### src/rtl/mem_stage.sv
// mem_stage: MIPS M stage; issues data-memory loads/stores over req/ack, formats data, registers M/W outputs
// Optional feature macro: MEM_MISALIGN_TRAP_EN (adds output misalign; misaligned LH/LHU/SH/LW/SW become bubbles)
// Ports:
//   clock, reset_n                     clock (rising edge), asynchronous active-low reset
//   valid_in, flush                    X/M valid and kill of the incoming instruction
//   o_in, b_in, insn_in                ALU result / effective address, store data, instruction word
//   br_in..rwd_in, aluop_in            control bundle from X
//   stall_out                          high while a data-memory access is outstanding
//   dm_req/we/addr/be/wdata, dm_ack/rdata   data-memory port
//   o, d, insn, br..rwd, aluop, valid_out   registered M/W outputs to writeback
module mem_stage #(
   parameter int ADDR_W = 32,
   parameter logic [31:0] NOP_INSN = 32'h0000_0000
) (
   input  logic              clock,
   input  logic              reset_n,
   input  logic              valid_in,
   input  logic              flush,
   input  logic [31:0]       o_in,
   input  logic [31:0]       b_in,
   input  logic [31:0]       insn_in,
   input  logic              br_in,
   input  logic              jp_in,
   input  logic              aluinb_in,
   input  logic              dmwe_in,
   input  logic              rwe_in,
   input  logic              rdst_in,
   input  logic              rwd_in,
   input  logic [5:0]        aluop_in,
   output logic              stall_out,
   output logic              dm_req,
   output logic              dm_we,
   output logic [ADDR_W-1:0] dm_addr,
   output logic [3:0]        dm_be,
   output logic [31:0]       dm_wdata,
   input  logic              dm_ack,
   input  logic [31:0]       dm_rdata,
   output logic [31:0]       o,
   output logic [31:0]       d,
   output logic [31:0]       insn,
   output logic              br,
   output logic              jp,
   output logic              aluinb,
   output logic              dmwe,
   output logic              rwe,
   output logic              rdst,
   output logic              rwd,
   output logic [5:0]        aluop,
   output logic              valid_out
`ifdef MEM_MISALIGN_TRAP_EN
   ,output logic             misalign
`endif
);
   typedef enum logic {IDLE, ACC} state_t;
   state_t st, nxt;
   logic [31:0] h_o, h_b, h_insn, ld;
   logic [12:0] h_ctl, ctl, ctl_in;
   logic [5:0] op;
   logic [7:0] lb;
   logic [15:0] lh;
   logic acc, mem_in, mis_in, sz_b, sz_h;
   assign acc = valid_in & ~flush;
   assign mem_in = dmwe_in | rwd_in;
   assign ctl_in = {br_in, jp_in, aluinb_in, dmwe_in, rwe_in, rdst_in, rwd_in, aluop_in};
`ifdef MEM_MISALIGN_TRAP_EN
   logic [5:0] op_in;
   assign op_in = insn_in[31:26];
   assign mis_in = mem_in & ((((op_in == 6'b100001) || (op_in == 6'b100101) || (op_in == 6'b101001)) & o_in[0]) |
                             (((op_in == 6'b100011) || (op_in == 6'b101011)) & (|o_in[1:0])));
`else
   assign mis_in = 1'b0;
`endif
   // size decode and formatting run off the hold registers so the port is stable until ack
   assign op = h_insn[31:26];
   assign sz_b = (op == 6'b100000) || (op == 6'b100100) || (op == 6'b101000);
   assign sz_h = (op == 6'b100001) || (op == 6'b100101) || (op == 6'b101001);
   assign stall_out = (st == ACC);
   assign dm_req = stall_out;
   assign dm_we = h_ctl[9];
   assign dm_addr = {h_o[ADDR_W-1:2], 2'b00};
   assign dm_be = !dm_we ? 4'b1111 : sz_b ? 4'b0001 << h_o[1:0] : sz_h ? (h_o[1] ? 4'b1100 : 4'b0011) : 4'b1111;
   assign dm_wdata = !dm_we ? 32'h0 : sz_b ? {4{h_b[7:0]}} : sz_h ? {2{h_b[15:0]}} : h_b;
   assign lb = dm_rdata[{h_o[1:0], 3'b000} +: 8];
   assign lh = h_o[1] ? dm_rdata[31:16] : dm_rdata[15:0];
   // opcode bit 2 distinguishes LBU/LHU from LB/LH
   assign ld = dm_we ? 32'h0 : sz_b ? {{24{~op[2] & lb[7]}}, lb} : sz_h ? {{16{~op[2] & lh[15]}}, lh} : dm_rdata;
   assign {br, jp, aluinb, dmwe, rwe, rdst, rwd, aluop} = ctl;
   always_comb begin
      nxt = st;
      if (st == IDLE) nxt = (acc && mem_in && !mis_in) ? ACC : IDLE;
      else if (dm_ack) nxt = IDLE;
   end
   always_ff @(posedge clock or negedge reset_n)
      if (!reset_n) st <= IDLE;
      else st <= nxt;
   always_ff @(posedge clock or negedge reset_n) begin
      if (!reset_n) begin
         h_o <= '0;
         h_b <= '0;
         h_insn <= NOP_INSN;
         h_ctl <= '0;
         o <= '0;
         d <= '0;
         insn <= NOP_INSN;
         ctl <= '0;
         valid_out <= 1'b0;
      end else if (st == IDLE) begin
         h_o <= o_in;
         h_b <= b_in;
         h_insn <= insn_in;
         h_ctl <= ctl_in;
         o <= (acc && !mem_in) ? o_in : 32'h0;
         d <= '0;
         insn <= (acc && !mem_in) ? insn_in : NOP_INSN;
         ctl <= (acc && !mem_in) ? ctl_in : 13'h0;
         valid_out <= acc && !mem_in;
      end else if (dm_ack) begin
         o <= h_o;
         d <= ld;
         insn <= h_insn;
         ctl <= h_ctl;
         valid_out <= 1'b1;
      end
   end
`ifdef MEM_MISALIGN_TRAP_EN
   always_ff @(posedge clock or negedge reset_n)
      if (!reset_n) misalign <= 1'b0;
      else misalign <= (st == IDLE) && acc && mis_in;
`endif
endmodule
### config.mk
export PLATFORM = sky130hd
export DESIGN_NAME = mem_stage
export DESIGN_NICKNAME = d
export VERILOG_FILES = /design/src/rtl/mem_stage.sv
export SDC_FILE = /design/constraint.sdc
export NUM_CORES = 1
export LEC_CHECK = 0
export CORE_AREA = 2 2 192 194
export DETAILED_ROUTE_END_ITERATION = 8
export DIE_AREA = 0 0 194 196
export PLACE_DENSITY_LB_ADDON = 0.2
export SKIP_LAST_GASP = 1
export SLEW_MARGIN = 20
export SYNTH_ARGS = -nofsm -noshare
export SYNTH_HDL_FRONTEND = slang
export SYNTH_SLANG_ARGS = --single-unit
### constraint.sdc
create_clock -name clock -period 4.2 [get_ports clock]
set_input_delay 0.84 -clock clock [delete_from_list [all_inputs] [get_ports clock]]
set_output_delay 0.84 -clock clock [all_outputs]
set_load 0.02 [all_outputs]
======== Yosys cells after proc, flatten, opt, wreduce, memory -nomap -nowiden ========
Cells that the tools add are included.
storage, ports and cells
  register bits ........................... 220
  input port bits ......................... 146
cells by class
  equal/unequal tests ..................... 7
  shifts and indexed selects .............. 2
  bitwise logic cells ..................... 6
  reductions and logical operators ........ 7
  mux-type cells .......................... 27
operator list
  cell                 number
  $mux 32              14
  $mux 13              3
  $eq 6x6->1 const B   6
  $shiftx 32x6->8      1
  $mux 16              1
  $mux 4               4
  $mux 1               5
  $logic_or 1x1->1     4
  $shl 1x2->4 const A  1
  $and 1x1->1          3
  $logic_and 1x1->1    2
  $ne 2x2->1 const B   1
  $not 1->1            2
  $logic_not 1->1      1
  $or 1x1->1           1

======== Depth between registers and ports, before layout ========
Gate-level depths: netlist of run 1.
  depth in word-level cells ............... 8
  gate-level depth with buffers ........... 7

======== Least setup slack after synthesis of run 1 ========
No wires, ideal clock.
  path type ............................... reg-to-output
  start ................................... register h_insn[30]
  end ..................................... output dm_wdata[14]
  cell stages (with the launch flop) ...... 8
  required time ........................... 3.360 ns
  path slack .............................. 1.436 ns
  arrival time ............................ 1.924 ns
  buffers on the path ..................... 3
  cells stage by stage .................... dfrtp_1 or3b_4 buf_6 or3_1 buf_6 buf_8 mux2i_1 nor2b_1
on the way
  cells in the longest elaborated chain, start to end .. 5
  elaborated cells on any way between the ends .. 7
  those cells by class .................... 3 x eq/ne; 2 x mux; 2 x reduce/logical
RTL lines
  what                      line  source
  start: declaration        56    logic [31:0] h_o, h_b, h_insn, ld;
  start signal: assignment  110   h_insn <= insn_in;
  $eq 6x6->1                75    assign sz_b = (op == 6'b100000) || (op == 6'b100100) || (op == 6'b101000);
  $logic_or 1x1->1          75
  $logic_or 1x1->1 *        75
  $mux 32 * (2 in a row)    82    assign dm_wdata = !dm_we ? 32'h0 : sz_b ? {4{h_b[7:0]}} : sz_h ? {2{h_b[15:0]}} : h_b;
  end: declaration          35    output logic [31:0] dm_wdata,
Mark *: on every way between the ends. The rest lies on a longest branch, timed or not.

======== Final worst setup path of run 1 ========
  start ................................... register h_insn[28]
  end ..................................... output dm_wdata[9]
Same word-level chain as after synthesis.

==> run_results.csv, run 1 <==
group,metric,value,unit
sta,fin_crit,3.953,ns
run,maxCapViolations,0,
die,core,36080,um2
sta,skew,0.01659,ns
die,initial_utilization,29.42,%
synth,synth_cells,1061,
outcome,outcome,"finished, final reports clean",
critical_path,rr_worst_depth,5,
synth,yosysSeqAreaShare,51.85,%
synth,synth_edf_count,0,
synth,yosysTopAreaCell,"dfrtp_1",
place,gp_congestion,0.8268,
sta,setup_viol,0,
clock_tree,clkSlewWorstSetupHoldPaths,0.06,ns
route,wl_per_cell,17.33,um
cells_and_area,area_delta_synth_final,40.41,%
synth,ys_top_cells_by_count,"274 x nand2_1, 220 x dfrtp_1, 109 x mux2_2",
critical_path,rrSetupSlack,1.23,ns
power,powerDensity,411.0,nW/um2
sta,tightest_slew,0.8838,ns
critical_path,worstSetupPathType,"flip-flop to output port",
cells_and_area,layout-drive-gt1-share,13.61,%
cells_and_area,finalNetCount,1468,
clock_tree,htree_levels,1,
die,placementRows,70,
hold_path,hold_class,"primary input to asynchronous set/reset pin",
clock_tree,clockBufferDepth,3,
sta,grt_setup_unrepaired,"no",
clock_tree,post_cts_buffers,0,
critical_path,required,3.36,ns
synth,ys_async_sr_fraction,100.0,%
synth,yosysWarnings,0,
sta,fin_crit_sh,94.13,%
clock_tree,numCtsBuffers,26,
power,p_leak,6.472,nW
cells_and_area,fillCellCount,3553,
clock_tree,clockRootBuffer,"clkbuf_16",
clock_tree,cts.repair.resized,0,
cells_and_area,final_core_util,41.31,%
synth,ys_ff_latch,220,
critical_path,cp_data_arrival_time,3.11,ns
grt,grt_pass1_wl,48910,um
route,ant_nets,0,
critical_path,crit_fanout,19,
sta,hold_ws,0.3499,ns
route,drt-pass1-iter-count,5,
sta,tns,0,ns
critical_path,r2r-start,"h_insn[30]$_DFFE_PN0N_",
grt,grt_pass1_vias,8440,
die,dieArea,38020,um2
clock_tree,ctsHoldBuffers,0,
place,portBuffers,324,
synth,synth_area_leaders,"dfrtp_1 52%, mux2_2 12%, nand2_1 9.7%",
die,ios,327,
synth,synth.distinct_cells,40,
critical_path,worst_setup_path_end_kind,"output port",
synth,synth_ff_type,"dfrtp_1",
grt,antenna_found_initial,2,
synth,avgSynthCellArea,10.01,um2
route,vias,8416,
clock_tree,clk_latency,0.54,ns
critical_path,worst_r2r_endpoint,"d[24]$_DFFE_PN0P_",
route,drc_errors,0,
place,place_hpwl,21030,um
route,viasPerCell,4.657,
route,drt_wl_total,31310,um
power,ir_drop,281.6,uV
sta,hold_viol,0,
synth,synth_top_area_share,51.85,%
sta,clock.fmax,0.2529,GHz
critical_path,startpoint_type,"flip-flop",
sta,final_max_slew_viol_count,0,
route,dr.first_iter.drc_count,353,
grt,grt_overflow,0,
clock_tree,cts_tree,"done",
sta,relSlewSlack,41.08,%
grt,grt.total_usage,15.95,%
synth,synth_area,10620,um2
clock_tree,cts.sinks,220,
synth,synth_most_common_cell,"nand2_1",
die,die_y,196,um
grt,grt_max_degree,149,
die,die_x,194,um
## state kept, by name, indices dropped and copies added (netlist names), 13 cells and up
| name | cells |
|---|---|
| h_o | 32 |
| d | 32 |
| o | 32 |
| h_insn | 32 |
| ctl | 13 |
| h_ctl | 13 |
| insn | 32 |
| h_b | 32 |
## cell type report
cell class	count	area [um2]	area share [%]
Tap cell	468	585.6	3.928
Sequential cell	220	5509	36.95
Clock inverter	5	86.33	0.5791
Clock buffer	38	765.7	5.136
Inverter	2	7.507	0.05036
Antenna cell	2	5.005	0.03357
Timing Repair Buffer	340	3391	22.74
Multi-Input combinational cell	732	4558	30.57
## cells by family after synthesis
kind of cell	after synthesis	synth area share (%)
AND/OR/NAND/NOR	438	18.64
flip-flops	220	51.85
AO/OA/AOI/OAI	156	9.039
multiplexers	136	15.05
buffers and inverters	110	5.385
other	1	0.03532
## worst max-delay path by stage
stage                                 from           end  cells after the start
finish              h_insn[28]$_DFFE_PN0N_   dm_wdata[9]                      5
global route        h_insn[28]$_DFFE_PN0N_  dm_wdata[15]                      5
CTS                 h_insn[28]$_DFFE_PN0N_   dm_wdata[9]                      5
detailed placement  h_insn[28]$_DFFE_PN0N_  dm_wdata[11]                      5
global placement    h_insn[28]$_DFFE_PN0N_   dm_wdata[9]                      5
floorplan           h_insn[30]$_DFFE_PN0N_  dm_wdata[14]                      7
## through the flow
step / setup WS, ns / power [mW] / cells / cell area [um2]
6_report: 0.2466 / 6.127 / 1807 / 14910
5_1_grt: 0.05095 / 6.455 / 1805 / 14900
4_1_cts: 0.2182 / 6.246 / 1805 / 14900
3_5_place_dp: 0.8204 / 3.930 / 1762 / 14050
3_3_place_gp: 0.7871 / 3.918 / 1762 / 14050
2_1_floorplan: 1.436 / 3.303 / 1062 / 10620
## layer usage
layer | part of all wire [%] | global-route usage, %
met1 | 45 | 21.49
met2 | 44 | 24.44
met3 | 8.8 | 5.845
met4 | 2.1 | 3.732
met5 | 0 | 0
## critical path, stage by stage, from the launching register on
cell and delay, ns:
dfrtp_1 0.39, and2_1 0.62, or3_1 0.64, mux2i_1 0.16, nor2b_1 0.15, clkdlybuf4s50_1 0.62
## cells in the final DEF, fill, tap and decap left out, types with 9 or more instances in the layout
cell type | synthesis | final
nand2b_1 | 84 | 84
mux2i_1 | 19 | 19
o21ai_0 | 100 | 100
dfrtp_1 | 220 | 219
nor2_1 | 33 | 33
clkdlybuf4s50_1 | 0 | 322
nor2b_1 | 12 | 11
and2_1 | 9 | 9
nor4_1 | 15 | 15
mux2_2 | 109 | 109
clkbuf_16 | 0 | 26
nand2_1 | 274 | 274
buf_4 | 33 | 15
## report_power, final
part | internal [mW] | switching [mW] | total, mW
logic | 0.692 | 0.715 | 1.41
registers | 2.32 | 0.146 | 2.47
clock network | 1.37 | 0.879 | 2.25
total | 4.39 | 1.74 | 6.13
Note: power is estimated with default switching activity, not from simulation.
==> run 2, diff against run 1 <==
- DONT_BUFFER_PORTS: default -> 1
==> run 2 against run 1 <==
Effect of this change: global-route usage shrank 0.76 points; clock power grew 8.9%; combinational power shrank 45%; utilization shrank 8.8 points; first-iteration DRC count grew 7.6%; cell count shrank 18%; critical path type unchanged; largest power group unchanged; highest routed layer unchanged.
==> run_results.csv, run 2 (same netlist as run 1, synthesis figures left out) <==
group,metric,value,unit
outcome,outcome,"finished, final reports clean",
die,dieArea,38020,um2
cells_and_area,finalNonFillerCells,1486,
sta,layout_setup_ws,0.5182,ns
route,wirelength_met1,12760,um
clock_tree,numCtsBuffers,27,
route,dr_wl_met3,3427,um
power,p_leak,5.298,nW
critical_path,crit_fanout,19,
power,powerDensity,500.0,nW/um2
clock_tree,clkSlewWorstSetupHoldPaths,0.06,ns
route,routed.top_layer,"met4",
sta,setup_viol,0,
grt,grt_pass1_wl,45840,um
grt,grt_pass1_vias,7405,
route,drt-pass1-iter-count,4,
route,drc_errors,0,
place,dp.cells,1435,
critical_path,startpoint_type,"flip-flop",
sta,fin_crit_sh,87.66,%
sta,grt_setup_unrepaired,"no",
cells_and_area,layout_commonest_cell,"nand2_1",
run,maxCapViolations,0,
clock_tree,post_cts_buffers,0,
sta,fin_crit,3.682,ns
clock_tree,cts.repair.resized,0,
critical_path,worst_setup_path_end_kind,"output port",
critical_path,worstSetupPathType,"flip-flop to output port",
route,ant_nets,0,
clock_tree,cts.sinks,220,
clock_tree,clockBufferDepth,3,
route,vias,7249,
grt,grt_max_degree,221,
grt,grt.total_usage,15.20,%
route,wl_per_cell,19.92,um
die,die_y,196,um
cells_and_area,finalNetCount,1144,
clock_tree,clk_latency,0.54,ns
critical_path,rrSetupSlack,1.39,ns
sta,tns,0,ns
route,viasPerCell,4.878,
die,ios,327,
cells_and_area,layout_common_cells,"274 x nand2_1, 219 x dfrtp_1, 109 x mux2_2, 100 x o21ai_0, 84 x nand2b_1",
critical_path,cp_data_arrival_time,2.84,ns
die,core,36080,um2
die,die_x,194,um
route,drt_wl_total,29610,um
place,portBuffers,0,
critical_path,required,3.36,ns
cells_and_area,layout-drive-gt1-share,18.09,%
route,dr.first_iter.drc_count,380,
sta,skew,0.02067,ns
clock_tree,clockRootBuffer,"clkbuf_16",
die,placementRows,70,
route,met2_length,12930,um
die,initial_utilization,29.42,%
grt,grt_overflow,0,
hold_path,hold_class,"primary input to asynchronous set/reset pin",
power,total_power,5.871,mW
grt,antenna_found_initial,2,
sta,clock.fmax,0.2716,GHz
place,gp_congestion,0.7817,
sta,hold_viol,0,
place,pre_cts_ws,1.023,ns
sta,hold_ws,0.1946,ns
sta,final_max_slew_viol_count,0,
clock_tree,htree_levels,1,
power,ir_drop,368.4,uV
clock_tree,cts_tree,"done",
place,place_hpwl,19070,um
sta,tightest_slew,0.8595,ns
sta,relSlewSlack,42.70,%
cells_and_area,area_delta_synth_final,10.61,%
## run 2: path summary, 6_finish.rpt
check,startpoint,end,cells after the start
setup / recovery,h_insn[28]$_DFFE_PN0N_,dm_wdata[23],4
hold / removal,reset_n,o[11]$_DFFE_PN0P_,1
setup reg to reg,h_insn[30]$_DFFE_PN0N_,d[22]$_DFFE_PN0P_,5
hold reg to reg,h_ctl[10]$_DFFE_PN0N_,h_ctl[10]$_DFFE_PN0N_,2
max in group asynchronous,reset_n,h_insn[5]$_DFFE_PN0N_,1
min in group clock,aluop_in[4],h_ctl[4]$_DFFE_PN0N_,2
## run 2: routing by layer
layer | global-route usage, % | up-vias
li1 | - | 3404
met1 | 19.77 | 3542
met2 | 23.03 | 270
met3 | 7.100 | 33
met4 | 3.367 | 0
met5 | 0 | -
## run 2: stage by stage
| step | utilization [%] | instance area [um2] |
|---|---|---|
| final | 32.55 | 11740 |
| after global routing | 32.54 | 11740 |
| after CTS | 32.39 | 11690 |
| after detailed placement | 29.80 | 10750 |
| after global placement | 29.80 | 10750 |
| after floorplan | - | 10620 |
## run 2: area by class of cell
type                       instances  area [um2]
antenna                            1       2.502
clock buffer                      38       777.0
clock inverter                    10       156.4
fill                            3756       24340
inverter                           2       7.507
multi-input combinational        732        4553
sequential                       220        5509
tap                              468       585.6
timing repair buffer              15       152.6
## run 2: critical path, cell delays in order (launching register included)
cell and delay [ns]:
dfrtp_1 0.39, and2_1 0.65, or2_2 0.51, nand2_1 0.09
a21boi_0 0.65
## run 2: report_power, final
part	switching, mW	internal (mW)	leakage, nW	total (mW)
clock	0.928	1.52	0.458	2.45
combinational	0.448	0.325	2.03	0.773
sequential	0.326	2.32	2.81	2.65
total	1.70	4.17	5.30	5.87
==> run 3, diff against run 2 <==
- CORE_AREA: 2 2 192 194 -> 2 2 162 228
- DIE_AREA: 0 0 194 196 -> 0 0 164 230
==> run 3 against run 2 <==
Effect of this change: worst setup slack better by 0.074 ns; critical path type unchanged; sequential power about the same; clock-buffer cell count decreased by 3; fmax rose by 2.0%; combinational power up 3.0%; via count is 0.37% higher; clock skew down 0.014 ns; highest routed layer is now met5; non-clock buffer count is 1 higher; critical path depth up 1; sequential cell count did not move; sequential share of layout area decreased by 0.18 points; design area up 0.39%.
==> run_results.csv, run 3 (same netlist as run 1, synthesis figures left out) <==
group,metric,value,unit
outcome,outcome,"finished, final reports clean",
critical_path,required,3.36,ns
sta,clock.fmax,0.2772,GHz
critical_path,r2r-start,"h_insn[30]$_DFFE_PN0N_",
power,combPwrFrac,13.7,%
cells_and_area,final_area,11790,um2
clock_tree,clockRootBuffer,"clkbuf_16",
critical_path,slowest_delay,0.55,ns
critical_path,worst_setup_path_end_kind,"output port",
route,ant_nets,0,
route,drt-pass1-iter-count,5,
cells_and_area,layout_commonest_cell,"nand2_1",
hold_path,hold_class,"primary input to asynchronous set/reset pin",
power,p_clk_share,40.9,%
run,maxCapViolations,0,
power,p_sw,1.693,mW
sta,setup_viol,0,
cells_and_area,area_delta_synth_final,11.04,%
clock_tree,htree_levels,1,
grt,grt_overflow,0,
clock_tree,post_cts_buffers,0,
die,placementRows,82,
clock_tree,clkSlewWorstSetupHoldPaths,0.06,ns
die,core,35600,um2
grt,antenna_found_initial,4,
critical_path,crit_path_end,"dm_wdata[13]",
clock_tree,cts_tree,"done",
route,drt_wl_total,30530,um
power,sw_frac_of_total,29.18,%
route,viasPerCell,4.913,
place,portBuffers,0,
die,die_y,230,um
power,p_leak,5.310,nW
die,die_x,164,um
sta,fin_crit_sh,85.91,%
die,initial_utilization,29.82,%
clock_tree,numCtsBuffers,26,
clock_tree,cts.sinks,220,
route,drc_errors,0,
critical_path,rrSetupSlack,1.31,ns
sta,hold_viol,0,
route,dr.first_iter.drc_count,322,
sta,grt_setup_unrepaired,"no",
cells_and_area,layout_common_cells,"274 x nand2_1, 219 x dfrtp_1, 109 x mux2_2, 100 x o21ai_0, 84 x nand2b_1",
die,ios,327,
critical_path,startpoint_type,"flip-flop",
place,place_hpwl,19550,um
power,cellInternalPower,4.109,mW
critical_path,worstSetupStartpoint,"h_insn[30]$_DFFE_PN0N_",
cells_and_area,layout-drive-gt1-share,18.23,%
power,powerDensity,492.1,nW/um2
clock_tree,cts.repair.resized,0,
place,placedInstanceArea,10740,um2
grt,grt.total_usage,15.38,%
sta,relSlewSlack,26.94,%
grt,grt_pass1_vias,7523,
grt,grt_max_degree,221,
critical_path,cp_slowest_cell,"or3_1",
grt,grt_pass1_wl,45510,um
die,dieArea,37720,um2
sta,skew,0.007069,ns
clock_tree,clk_latency,0.53,ns
power,ir_drop,311.6,uV
critical_path,crit_fanout,20,
place,gp_congestion,0.8007,
route,vias,7276,
sta,final_max_slew_viol_count,0,
power,total_power,5.802,mW
sta,tightest_slew,1.091,ns
cells_and_area,finalNetCount,1144,
critical_path,worstPathCellList,"or3b_4 > or3_1 > buf_4 > mux2i_1 > nor2b_1",
critical_path,worst_r2r_endpoint,"d[24]$_DFFE_PN0P_",
critical_path,rr_worst_depth,5,
route,wl_per_cell,20.62,um
sta,fin_crit,3.608,ns
sta,tns,0,ns
power,pwr-share-seq,45.4,%
critical_path,worstSetupPathType,"flip-flop to output port",
critical_path,cp_data_arrival_time,2.77,ns
clock_tree,clockBufferDepth,3,
run 3: cell types whose count changed in the layout (fill, tap and decap cells not counted):
| cell | before | now |
|---|---|---|
| buf_6 | 0 | 1 |
| buf_16 | 2 | 4 |
| clkinv_2 | 4 | 3 |
| diode_2 | 1 | 4 |
| clkinvlp_4 | 1 | 2 |
| bufinv_16 | 4 | 3 |
| buf_4 | 13 | 9 |
| clkinv_4 | 1 | 2 |
| buf_12 | 0 | 2 |
| clkbuf_1 | 5 | 2 |
run 3: power groups by stage:
stage	combinational [mW]	sequential [mW]	clock, mW
2_1_floorplan	0.762	2.54	0
3_3_place_gp	0.737	2.68	0
3_5_place_dp	0.747	2.68	0
4_1_cts	0.750	2.64	2.47
5_1_grt	0.899	2.66	2.55
6_report	0.796	2.63	2.37
run 3: cell type report:
cell class                 instances  area [um2]
antenna                            4       10.01
tap                              462       578.1
clock inverter                    10       137.6
multi-input combinational        732        4553
timing repair buffer              16       229.0
fill                            3646       23810
sequential                       220        5509
inverter                           2       7.507
clock buffer                      35       765.7
run 3: critical path, delay by kind of cell (launching register included):
kind / cells / cell delay (ns)
multiplexers: 1 / 0.13
buffers and inverters: 1 / 0.29
flip-flops: 1 / 0.39
AND/OR/NAND/NOR: 3 / 1.43
run 3: per-layer routing:
layer  global-route usage [%]  vias to the layer above  share of wire, %
met4                    5.592                        2               2.9
met2                    26.22                      273                49
met3                    5.574                       54               9.9
met5                        0                        -             0.033
li1                         -                     3400                 -
met1                    17.57                     3547                38
run 3: through the flow:
| stage | util [%] | instances | setup slack (ns) | hold WS [ns] |
|---|---|---|---|---|
| after floorplan | - | 1062 | 1.436 | 0.4364 |
| after global placement | 30.18 | 1427 | 1.144 | 0.4549 |
| after detailed placement | 30.18 | 1427 | 1.101 | 0.4581 |
| after CTS | 32.71 | 1472 | 0.5142 | -0.02524 |
| after global routing | 33.11 | 1480 | 0.4215 | 0.1132 |
| final | 33.12 | 1481 | 0.5919 | 0.1317 |
run 3: worst min-delay path by stage:
stage,startpoint,endpoint,slack (ns),cells after the start
global placement,h_ctl[10]$_DFFE_PN0N_,h_ctl[10]$_DFFE_PN0N_,0.45,2
detailed placement,h_ctl[12]$_DFFE_PN0N_,h_ctl[12]$_DFFE_PN0N_,0.46,2
global route,reset_n,o[0]$_DFFE_PN0P_,0.11,1
finish,reset_n,o[0]$_DFFE_PN0P_,0.13,1
floorplan,h_ctl[10]$_DFFE_PN0N_,h_ctl[10]$_DFFE_PN0N_,0.44,2
CTS,reset_n,d[25]$_DFFE_PN0P_,-0.03,0
